### src/rtl/wh_output_scheduler_if.sv
`default_nettype none
// +------------------------------------------------------------------+
// | wh_output_scheduler_if : request/grant bundle of an output port  |
// | Rev 1.0                                                          |
// +------------------------------------------------------------------+
interface wh_output_scheduler_if #(
  parameter int NREQ = 4
);
  localparam int IW = (NREQ > 1) ? $clog2(NREQ) : 1;

  logic [NREQ-1:0]   req;
  logic [2*NREQ-1:0] flit_type;
  logic              credit_inc;
  logic [NREQ-1:0]   grant;
  logic [IW-1:0]     grant_idx;
  logic              out_valid;

  modport master (
    output req, flit_type, credit_inc,
    input  grant, grant_idx, out_valid
  );

  modport slave (
    input  req, flit_type, credit_inc,
    output grant, grant_idx, out_valid
  );
endinterface
`default_nettype wire

### src/rtl/wh_output_scheduler.sv
`default_nettype none
// +------------------------------------------------------------------+
// | wh_output_scheduler : round-robin wormhole arbiter with credits  |
// | Rev 1.0                                                          |
// +------------------------------------------------------------------+
module wh_output_scheduler #(
  parameter int NREQ    = 4,
  parameter int CREDITS = 8,
  parameter int CW      = 4
) (
  input  logic                     clk,
  input  logic                     rst_n,
  wh_output_scheduler_if.slave     bus,
  output logic                     locked,
  output logic [$clog2(NREQ)-1:0]  owner,
  output logic [CW-1:0]            credit_cnt,
  output logic                     credit_err
);
  localparam int             IW        = $clog2(NREQ);
  localparam logic [1:0]     FT_HEAD   = 2'b00;
  localparam logic [1:0]     FT_TAIL   = 2'b10;
  localparam logic [1:0]     FT_SINGLE = 2'b11;
  localparam logic [CW-1:0]  CRED_MAX  = CW'(CREDITS);

  typedef enum logic [0:0] {ST_IDLE = 1'b0, ST_LOCKED = 1'b1} state_t;

  state_t          state_q, state_d;
  logic [IW-1:0]   rr_ptr_q, rr_ptr_d;
  logic [IW-1:0]   owner_q, owner_d;
  logic [CW-1:0]   credit_cnt_q, credit_cnt_d;
  logic            credit_err_q, credit_err_d;

  logic [IW-1:0]   cand, win, gnt_idx;
  logic            found;
  logic [NREQ-1:0] gnt;
  logic [1:0]      sel_ft;

  function automatic logic [1:0] ft_of(input logic [2*NREQ-1:0] ft, input logic [IW-1:0] i);
    return ft[2*i +: 2];
  endfunction

  function automatic logic [IW-1:0] next_idx(input logic [IW-1:0] i);
    return (i == IW'(NREQ-1)) ? '0 : i + 1'b1;
  endfunction

  // Idle candidates may only open a packet: head or single flits.
  always_comb begin
    found = 1'b0;
    win   = '0;
    cand  = '0;
    for (int k = 0; k < NREQ; k++) begin
      cand = IW'((int'(rr_ptr_q) + k) % NREQ);
      if (!found && bus.req[cand] &&
          (ft_of(bus.flit_type, cand) == FT_HEAD || ft_of(bus.flit_type, cand) == FT_SINGLE)) begin
        found = 1'b1;
        win   = cand;
      end
    end
  end

  // Gated by rst_n so nothing leaves the port while reset is held.
  always_comb begin
    gnt     = '0;
    gnt_idx = '0;
    sel_ft  = FT_HEAD;
    if (rst_n && credit_cnt_q != '0) begin
      if (state_q == ST_IDLE) begin
        if (found) begin
          gnt[win] = 1'b1;
          gnt_idx  = win;
          sel_ft   = ft_of(bus.flit_type, win);
        end
      end else if (bus.req[owner_q]) begin
        gnt[owner_q] = 1'b1;
        gnt_idx      = owner_q;
        sel_ft       = ft_of(bus.flit_type, owner_q);
      end
    end
  end

  always_comb begin
    state_d  = state_q;
    rr_ptr_d = rr_ptr_q;
    owner_d  = owner_q;
    if (|gnt) begin
      if (state_q == ST_IDLE) begin
        rr_ptr_d = next_idx(gnt_idx);
        if (sel_ft == FT_HEAD) begin
          state_d = ST_LOCKED;
          owner_d = gnt_idx;
        end
      end else if (sel_ft == FT_TAIL || sel_ft == FT_SINGLE) begin
        state_d  = ST_IDLE;
        rr_ptr_d = next_idx(owner_q);
      end
    end
  end

  // A simultaneous free and consume cancel out, even at a full counter.
  always_comb begin
    credit_cnt_d = credit_cnt_q;
    credit_err_d = credit_err_q;
    case ({bus.credit_inc, |gnt})
      2'b01:   credit_cnt_d = credit_cnt_q - 1'b1;
      2'b10: begin
        if (credit_cnt_q == CRED_MAX) credit_err_d = 1'b1;
        else                          credit_cnt_d = credit_cnt_q + 1'b1;
      end
      default: credit_cnt_d = credit_cnt_q;
    endcase
  end

  always_ff @(posedge clk or negedge rst_n) begin
    if (!rst_n) begin
      state_q      <= ST_IDLE;
      rr_ptr_q     <= '0;
      owner_q      <= '0;
      credit_cnt_q <= CRED_MAX;
      credit_err_q <= 1'b0;
    end else begin
      state_q      <= state_d;
      rr_ptr_q     <= rr_ptr_d;
      owner_q      <= owner_d;
      credit_cnt_q <= credit_cnt_d;
      credit_err_q <= credit_err_d;
    end
  end

  assign bus.grant     = gnt;
  assign bus.grant_idx = gnt_idx;
  assign bus.out_valid = |gnt;
  assign locked        = (state_q == ST_LOCKED);
  assign owner         = owner_q;
  assign credit_cnt    = credit_cnt_q;
  assign credit_err    = credit_err_q;

endmodule
`default_nettype wire

### src/flat_wrapper.sv
// flat-port wrapper written by rule: the top's interface ports become plain ports
module wh_output_scheduler_flat 
#(
  parameter int NREQ    = 4,
  parameter int CREDITS = 8,
  parameter int CW      = 4
)
  (clk, rst_n, locked, owner, credit_cnt, credit_err, bus_req, bus_flit_type, bus_credit_inc, bus_grant, bus_grant_idx, bus_out_valid);
  wh_output_scheduler_if #(.NREQ(NREQ)) bus_i ();
  input  logic clk;
  input  logic rst_n;
  output logic locked;
  output logic [$clog2(NREQ)-1:0] owner;
  output logic [CW-1:0] credit_cnt;
  output logic credit_err;
  input wire logic [$bits(bus_i.req)-1:0] bus_req;
  input wire logic [$bits(bus_i.flit_type)-1:0] bus_flit_type;
  input wire logic [$bits(bus_i.credit_inc)-1:0] bus_credit_inc;
  output wire logic [$bits(bus_i.grant)-1:0] bus_grant;
  output wire logic [$bits(bus_i.grant_idx)-1:0] bus_grant_idx;
  output wire logic [$bits(bus_i.out_valid)-1:0] bus_out_valid;
  assign bus_i.req = bus_req;
  assign bus_i.flit_type = bus_flit_type;
  assign bus_i.credit_inc = bus_credit_inc;
  assign bus_grant = bus_i.grant;
  assign bus_grant_idx = bus_i.grant_idx;
  assign bus_out_valid = bus_i.out_valid;
  wh_output_scheduler #(.NREQ(NREQ), .CREDITS(CREDITS), .CW(CW)) u_core (.clk(clk), .rst_n(rst_n), .bus(bus_i), .locked(locked), .owner(owner), .credit_cnt(credit_cnt), .credit_err(credit_err));
endmodule
### config.mk
export PLATFORM = sky130hd
export DESIGN_NAME = wh_output_scheduler_flat
export DESIGN_NICKNAME = d
export VERILOG_FILES = /design/src/rtl/wh_output_scheduler_if.sv /design/src/rtl/wh_output_scheduler.sv /design/src/flat_wrapper.sv
export SDC_FILE = /design/constraint.sdc
export NUM_CORES = 1
export LEC_CHECK = 0
export CAP_MARGIN = 20
export CORE_ASPECT_RATIO = 0.7
export CORE_MARGIN = 4
export CORE_UTILIZATION = 52
export DETAILED_ROUTE_END_ITERATION = 10
export GPL_TIMING_DRIVEN = 0
export PLACE_DENSITY = 0.83
export SKIP_CTS_REPAIR_TIMING = 1
export SLEW_MARGIN = 20
export SYNTH_ARGS = -nofsm -noshare
export SYNTH_HDL_FRONTEND = slang
export SYNTH_SLANG_ARGS = --single-unit
### constraint.sdc
create_clock -name clk -period 7.8 [get_ports clk]
set_clock_uncertainty 0.2 [all_clocks]
set_input_delay 0.78 -clock clk [delete_from_list [all_inputs] [get_ports clk]]
set_output_delay 0.78 -clock clk [all_outputs]
set_load 0.01 [all_outputs]
# Word-level counts from Yosys, hierarchy flattened
# Cells that the tools add are included.
# totals
register_bits,10
latch_bits,0
mem_bits_rw,0
rom_bits,0
input_bits,15
n_memories,0
# classes
addsub,7
multipliers,0
n_div,0
magnitude_cmp,8
n_eq_ne,13
shifts,6
n_mux,43
bitwise_logic,1
reduce_logical,30
# ops
operator,count
variable part select 8 x 4 -> 2 bit,6
2-to-1 mux 2 bit,16
2-to-1 mux 4 bit,5
"equality test 2 bit, second input constant",9
"< comparator 2 x 3 -> 1 bit, second input constant",6
2-to-1 mux 1 bit,14
binary-select mux 1 bit (select 2 bit),5
logical AND 1 bit,10
logical NOT 2 bit,5
one-hot mux 4 bit (2 select lines),1
"adder 2 x 1 -> 2 bit, second input constant",3
AND reduction 2 bit,3
logical OR 1 bit,5
"adder 2 bit, second input constant",2
"adder 4 x 1 -> 4 bit, second input constant",1
demux 1 bit (select 2 bit),2
"equality test 4 bit, second input constant",1
">= comparator 2 x 1 -> 1 bit, second input constant",2
"!= test 2 bit, second input constant",2
nonzero test 4 bit,1
OR reduction 4 bit,1
"subtractor 4 x 1 -> 4 bit, second input constant",1
logical NOT 1 bit,3
AND reduction 3 bit,1
other kinds (3),3

# Logic depth before layout (Yosys ltp)
# depth
word_depth,28
ltp_mapped,13

# Worst setup path before layout
# OpenSTA, ideal clock, no wires.
# synth_timing
path_type,input port to flip-flop
from,input bus_flit_type[2]
to,"register u_core.credit_cnt_q[3], in the netlist u_core.credit_cnt[3]"
setup_time_ns,0.081
arrival_time_ns,3.434
required_ns,7.519
setup_slack_ns,4.085
stages,13
path_buffers,0
cell_sequence,xnor2_1 nand2_1 a41o_1 a311oi_2 o32ai_2 nor4_4 nand2_1 ha_1 a21o_1 a21oi_1 nor2b_1 mux2i_1 xnor2_1
# synth_via
elab_chain_len,28
word_cells_on_any_way,49
# synth_rtl
item,line,source
start: declaration,flat_wrapper.sv:17,input wire logic [$bits(bus_i.flit_type)-1:0] bus_flit_type;
variable part select 8 x 4 -> 2 bit,wh_output_scheduler.sv:39,return ft[2*i +: 2];
equality test 2 bit or logical NOT 2 bit (tied branches),wh_output_scheduler.sv:54,"(ft_of(bus.flit_type, cand) == FT_HEAD || ft_of(bus.flit_type, cand) == FT_SINGLE)) begin"
logical OR 1 bit,wh_output_scheduler.sv:54,
logical AND 1 bit,wh_output_scheduler.sv:53,if (!found && bus.req[cand] &&
2-to-1 mux 1 bit,wh_output_scheduler.sv:53,
logical NOT 1 bit,wh_output_scheduler.sv:53,
logical AND 1 bit (2 in series),wh_output_scheduler.sv:53,
2-to-1 mux 1 bit,wh_output_scheduler.sv:53,
(+12 left out),--,
2-to-1 mux 4 bit (*),wh_output_scheduler.sv:68,if (found) begin
2-to-1 mux 4 bit (*),wh_output_scheduler.sv:67,if (state_q == ST_IDLE) begin
2-to-1 mux 4 bit (*),wh_output_scheduler.sv:66,if (rst_n && credit_cnt_q != '0) begin
net bus_grant[2],flat_wrapper.sv:19,output wire logic [$bits(bus_i.grant)-1:0] bus_grant;
OR reduction 4 bit (*),wh_output_scheduler.sv:103,"case ({bus.credit_inc, |gnt})"
equality test 2 bit or equality test 2 x 1 -> 1 bit (tied branches),wh_output_scheduler.sv:103,
!= test 2 bit (no source line) or nonzero test 2 bit (tied branches),--,
AND reduction 2 bit (no source line),--,
end signal: assignment,wh_output_scheduler.sv:124,credit_cnt_q <= credit_cnt_d;
end: declaration,wh_output_scheduler.sv:30,"logic [CW-1:0] credit_cnt_q, credit_cnt_d;"
# The timed path passes the listed nets; every way through them passes the cells marked *.
# A chain may end at the register's enable or synchronous reset.

# Final worst setup path
# layout_timing
from,input bus_flit_type[3]
to,output bus_out_valid
# layout_via
elab_chain_len,25
word_cells_on_any_way,43
# layout_rtl
item,line,source
variable part select 8 x 4 -> 2 bit,wh_output_scheduler.sv:39,
equality test 2 bit or logical NOT 2 bit (tied branches),wh_output_scheduler.sv:54,
logical OR 1 bit,wh_output_scheduler.sv:54,
logical AND 1 bit,wh_output_scheduler.sv:53,
2-to-1 mux 1 bit,wh_output_scheduler.sv:53,
logical NOT 1 bit,wh_output_scheduler.sv:53,
logical AND 1 bit (2 in series),wh_output_scheduler.sv:53,
2-to-1 mux 1 bit,wh_output_scheduler.sv:53,
(+8 left out),--,
< comparator 2 x 3 -> 1 bit (not written as such) or >= comparator 2 x 1 -> 1 bit (tied branches),wh_output_scheduler.sv:69,gnt[win] = 1'b1;
logical AND 1 bit (not written as such),wh_output_scheduler.sv:69,
2-to-1 mux 1 bit (not written as such),wh_output_scheduler.sv:69,
demux 1 bit (select 2 bit),--,
2-to-1 mux 4 bit (*),wh_output_scheduler.sv:68,
2-to-1 mux 4 bit (*),wh_output_scheduler.sv:67,
2-to-1 mux 4 bit (*),wh_output_scheduler.sv:66,
OR reduction 4 bit (*),wh_output_scheduler.sv:131,assign bus.out_valid = |gnt;
end: declaration,flat_wrapper.sv:21,output wire logic [$bits(bus_i.out_valid)-1:0] bus_out_valid;
# Mark *: on every way between the ends. The rest lies on a longest branch, timed or not.

==> metrics <==
Reg2Reg Depth 12; clock latency on the worst-skew pair 0.28 ns; Mapped Cells 127; DRC 0; final setup fails 0; met1 usage 31.3%; CORE AREA 1980 µm²; Max transition margin 59.6%; TritonCTS buffer count 3; clock share of power 7.4%; P_leak 0.000621 µW; Initial Util 58.4%; fin area 1510 µm²; pre-CTS WS 3.06 ns; P per Cell Area 351 nW/µm²; Worst Hold Slack 0.276 ns; CP endpoint bus_out_valid; Post-Route WL 3.25 mm; Yosys top cell area share 19.4%; Synth Net Count 149; mux share of post-synthesis cell area 16.0%; initial antenna violation count 0; multi-input logic area 862 µm²; wire per inst 17.1 µm; area of placed instances 1490 µm²; max-slew violations 0; unrepaired setup endpoints after global routing false; Synth Register Bits 10; reg2reg end u_core.credit_cnt[3]; vias post-DR 1128; FFs w/ async S/R, synth 100%; adder-cell area share of the yosys netlist 8.21%; Ys Warns 0; top post-synthesis cells by count nand2_1, nor2_1, dfrtp_1, inv_1; Layout Cells excl Fill 190; Seq pwr share 22.4%; first-pass GRT wire length 5.09 mm; met2 usage 36.7%; CTS tree done; DRT Pass-1 Iters 4; share of cells above drive strength 1 11.3%; largest net degree at the start of global routing 13; CP most frequent cell clkdlybuf4s50_1; Max Cap Violations 0; GP Congestion 0.893; Seq/Total Area, Yosys 21.7%; delay-heaviest family, CP buffers and inverters; Worst setup EP type primary output; CP required 6.82 ns; CTS Sinks 10; Initial DRC Count 86; Setup Total Neg Slack 0 ns; Max Freq 0.211 GHz; Clock Tree Buf Depth 2; CP max stage delay 0.60 ns; nets@finish 183; Die Span Y 47.5 µm; element type at the critical path start input port; Die Area 3060 µm²; Max VDD drop 0.190 mV; row cnt 13; storage element area 251 µm²; top cells by area, synth dfrtp_1, ha_1, nand2_1; reg2reg start u_core.owner[0]; vias per inst 5.94; Post-Synth Simple-Gate Area 17.0%; detailed placement HPWL 2.67 mm; flop2flop setup slack 3.83 ns; Cell Area, Synth 1160 µm²; CP Launch Point bus_flit_type[3]; hold violation count in the final report 0; GR Util met3 2.82%; Worst path depth 9; number of port buffers 29; synthesis-to-layout area growth 30.6%; worst hold path class reg -> reg; Worst-path clk slew 0.06 ns; sw frac 46.6%; depth of the CTS H-tree 1; EDFF count, synth 0; Total GRT Usage 22.0%; status finished clean; Arrival @ worst endpoint 3.75 ns; Compound-Gate Fraction of Synth Area 24.3%; remaining antenna violation count 0; mean post-synth cell area 9.12 µm²; placed cell count 186; layer carrying the most global-route usage met2; min-delay src u_core.credit_err; Tcrit/Tclk final 60.7%; Synth area leader dfrtp_1; IO Count 30; Overflow after GRT 0; Crit Path Class in -> out; crit-path max FO 8; Post-Synth XOR/XNOR Area 8.96%; CP Cell Sequence clkdlybuf4s50_1 -> xnor2_1 -> nand2_1 -> a41o_1 -> a311oi_2 -> o32ai_2 -> nor4_4 -> inv_1 -> clkdlybuf4s50_1; Yosys cell types 49; Psw 248 µW; n_diodes 0; Die Span X 64.4 µm; final worst setup slack 3.07 ns; Slowest-stage cell, CP nor4_4; Slew @ Worst Pin 0.605 ns; post-layout minimum cycle time 4.73 ns; Pint 283 µW; largest family of logic cells by synthesized area compound AO/OA/AOI/OAI gates; FILL cells 169; Top FF cell, synth dfrtp_1; CP Buf/Inv Count 3; most frequent cell after synthesis nand2_1; Comb power frac 70.2%; Clock Tree Root clkbuf_4; number of global-route vias before repair 1077
## registers in the layout (all words and copies together), names as in the netlist
register / cells
u_core.credit_cnt: 4
u_core.credit_err: 1
u_core.locked: 1
u_core.owner: 2
u_core.rr_ptr_q: 2
## power by group through the flow
stage,logic (µW),registers [µW],clock network (µW)
after floorplan,236,118,0
after global placement,355,116,0
after detailed placement,369,119,0
after CTS,370,118,40.6
after global routing,405,124,42.8
final,373,119,39.4
## logic make-up after synthesis
| kind of cell | count (synthesis) |
|---|---|
| compound gates | 34 |
| xor+xnor | 11 |
| fa+ha+maj | 7 |
| buf+inv | 12 |
| flops | 10 |
| mux | 13 |
| simple gates | 40 |
## cells in the final DEF, fill, tap and decap left out, drive strengths merged, types with 3 or more instances in the layout
cell type | Yosys | routed
xnor2 | 6 | 6
a21oi | 5 | 5
mux4 | 3 | 3
xor2 | 5 | 5
inv | 9 | 9
clkdlybuf4s50 | 0 | 29
mux2 | 5 | 5
clkbuf | 3 | 7
o21ai | 7 | 7
ha | 6 | 6
nand2 | 18 | 18
mux2i | 5 | 5
dfrtp | 9 | 9
nor2 | 11 | 11
## routing by layer
layer	up-vias	share of wire, %
li1	540	-
met1	534	47
met2	52	45
met3	2	7.0
met4	0	0.40
met5	-	0
## cell type report
type	instances	share of cell area, %
multi-input combinational	105	57.0
timing repair buffer	29	19.2
sequential	10	16.6
tap	30	2.48
inverter	9	2.23
clock buffer	4	1.74
buffer	3	0.744
## worst min path at each step
| stage | slack (ns) | depth (start not counted) | endpoint |
|---|---|---|---|
| 3_5_place_dp | 0.26 | 1 | u_core.credit_err |
| 6_report | 0.28 | 1 | u_core.credit_err |
| 5_1_grt | 0.34 | 1 | u_core.credit_err |
| 2_1_floorplan | 0.28 | 0 | u_core.credit_cnt[0] |
| 3_3_place_gp | 0.26 | 1 | u_core.credit_err |
| 4_1_cts | 0.28 | 1 | u_core.credit_err |
## metrics by stage
step	power, µW	utilization, %
after floorplan	355	-
after global placement	471	74.9
after detailed placement	488	74.9
after CTS	529	76.2
after global routing	571	76.2
final	531	76.2
Power figures use the tool's default switching activity.
==> RTL edit (config.mk and constraints unchanged) <==
`NREQ` is set to 4 in 3 places; all go to 8.
--- a/src/rtl/wh_output_scheduler_if.sv
+++ b/src/rtl/wh_output_scheduler_if.sv
@@ -6,3 +6,3 @@
 interface wh_output_scheduler_if #(
-  parameter int NREQ = 4
+  parameter int NREQ = 8
 );
--- a/src/rtl/wh_output_scheduler.sv
+++ b/src/rtl/wh_output_scheduler.sv
@@ -6,3 +6,3 @@
 module wh_output_scheduler #(
-  parameter int NREQ    = 4,
+  parameter int NREQ    = 8,
   parameter int CREDITS = 8,
--- a/src/flat_wrapper.sv
+++ b/src/flat_wrapper.sv
@@ -3,3 +3,3 @@
 #(
-  parameter int NREQ    = 4,
+  parameter int NREQ    = 8,
   parameter int CREDITS = 8,
Interface: changed (5 resized); port bits go from 30 to 48. No check against the original RTL was run, so the function may have changed too.
==> RTL edit against the unedited design <==
Area after synthesis is 100% higher. Wire length is 140% higher. Sequential cell count is 2 higher. Largest cell class unchanged. Worst setup slack worse by 1.8 ns. Largest power group unchanged. Critical path depth is 8 higher. Power grew to 3.0 times the old value. Cell area is 95% higher. Synthesized cell count is 130% higher. Worst hold slack better by 0.0087 ns. Combinational power grew to 3.8 times the old value.
==> RTL edit: results (changes against the unedited design) <==
Setup path
  – CP max FO: 10 (+2)
  – R2r setup slk: 2.02 ns (-1.81 ns)
  – Worst R2R Start: u_core.rr_ptr_q[0]
  – Crit-path slowest cell: clkdlybuf4s50_1
  – R2r endpoint: u_core.rr_ptr_q[0]

Yosys
  – XOR/XNOR share of the synthesized area: 8.042% (-0.92 points)
  – Commonest cells post-synth: nand2_1 (26), nor2_1 (24), nor3_1 (16)
  – Yosys cell types: 64 (+31%)
  – Adder-cell share of the synthesized area: 5.079% (-3.1 points)
  – Post-synthesis compound-gate area fraction: 28.78% (+4.5 points)
  – Register area share after synthesis: 12.75% (-9.0 points)
  – Net Count, Synth: 333 (+120%)
  – Multiplexer share of the synthesized area: 17.09% (+1.1 points)

Cells and area
  – # fillers: 378 (+120%)
  – Share of cells above drive strength 1: 11.49% (+0.24 points)
  – Layout Nets: 385 (+110%)

Global routing
  – Largest net degree at the start of global routing: 14 (+1)
  – Met2 GRT Util: 39.93% (+3.2 points)
  – GRT met3 Usage: 8.132% (+5.3 points)
  – Vias in the first global route: 2,511 (+130%)
  – GR Util met1: 42.53% (+11 points)
  – GRT Total Usage: 28.00% (+6.0 points)
  – First-pass GRT wire length: 12,550 um (+150%)

Placed design
  – PortBufs: 47 (+62%)

Drt
  – Met1 wire length: 3478 um (+130%)
  – Detailed Routing Iterations Pass 1: 5 (+1)
  – Met2 wire len: 3397 um (+130%)
  – Via density: 6.742 (+14%)
  – First DRT Iteration DRCs: 306 (+260%)
  – WL final: 7760 um (+140%)

Clock network
  – Root buffer cell: clkbuf_8
  – Clock Latency Late Sink: 0.25 ns (-0.03 ns)

Outcome
  – Outcome: completed

Power and ir drop
  – Maximum vdd drop: 451.9 uV (+140%)
  – Leakage Power: 1.112 nW (+79%)
==> RTL edit: final cells by class <==
class | count | area, um^2 | area share [%]
clock buffer | 4 | 45.04 | 1.527
tap | 55 | 68.82 | 2.333
multi-input combinational | 253 | 1936 | 65.63
sequential | 12 | 301.5 | 10.22
timing repair buffer | 47 | 470.5 | 15.95
buffer | 17 | 71.32 | 2.418
inverter | 15 | 56.30 | 1.909
==> RTL edit: per-stage QoR <==
stage / cell area (um^2) / utilization (%) / std cells / setup WS (ns) / hold slack [ns]
6_report: 2949 / 67.73 / 403 / 1.251 / 0.2850
5_1_grt: 2949 / 67.73 / 403 / 0.8585 / 0.3150
4_1_cts: 2949 / 67.73 / 403 / 1.421 / 0.2904
3_5_place_dp: 2904 / 66.70 / 399 / 1.730 / 0.2695
3_3_place_gp: 2904 / 66.70 / 399 / 1.874 / 0.2632
2_1_floorplan: 2365 / - / 297 / 2.935 / 0.2844
==> RTL edit: power by group through the flow <==
stage	clock (W)	combinational [W]	sequential [W]
floorplan	0	0.000979	0.000131
global placement	0	0.00133	0.000127
detailed placement	0	0.00136	0.000129
CTS	0.0000597	0.00137	0.000128
global route	0.0000643	0.00153	0.000134
finish	0.0000611	0.00140	0.000129
==> RTL edit: worst max-delay path by stage <==
stage | from | to | cells after the start
after floorplan | u_core.rr_ptr_q[0] | u_core.credit_cnt[3] | 20
after global placement | u_core.rr_ptr_q[0] | bus_grant_idx[1] | 17
after detailed placement | u_core.rr_ptr_q[0] | bus_grant_idx[1] | 17
after CTS | u_core.rr_ptr_q[0] | bus_grant_idx[1] | 17
after global routing | u_core.rr_ptr_q[0] | bus_grant_idx[1] | 17
final | u_core.rr_ptr_q[0] | bus_grant_idx[1] | 17
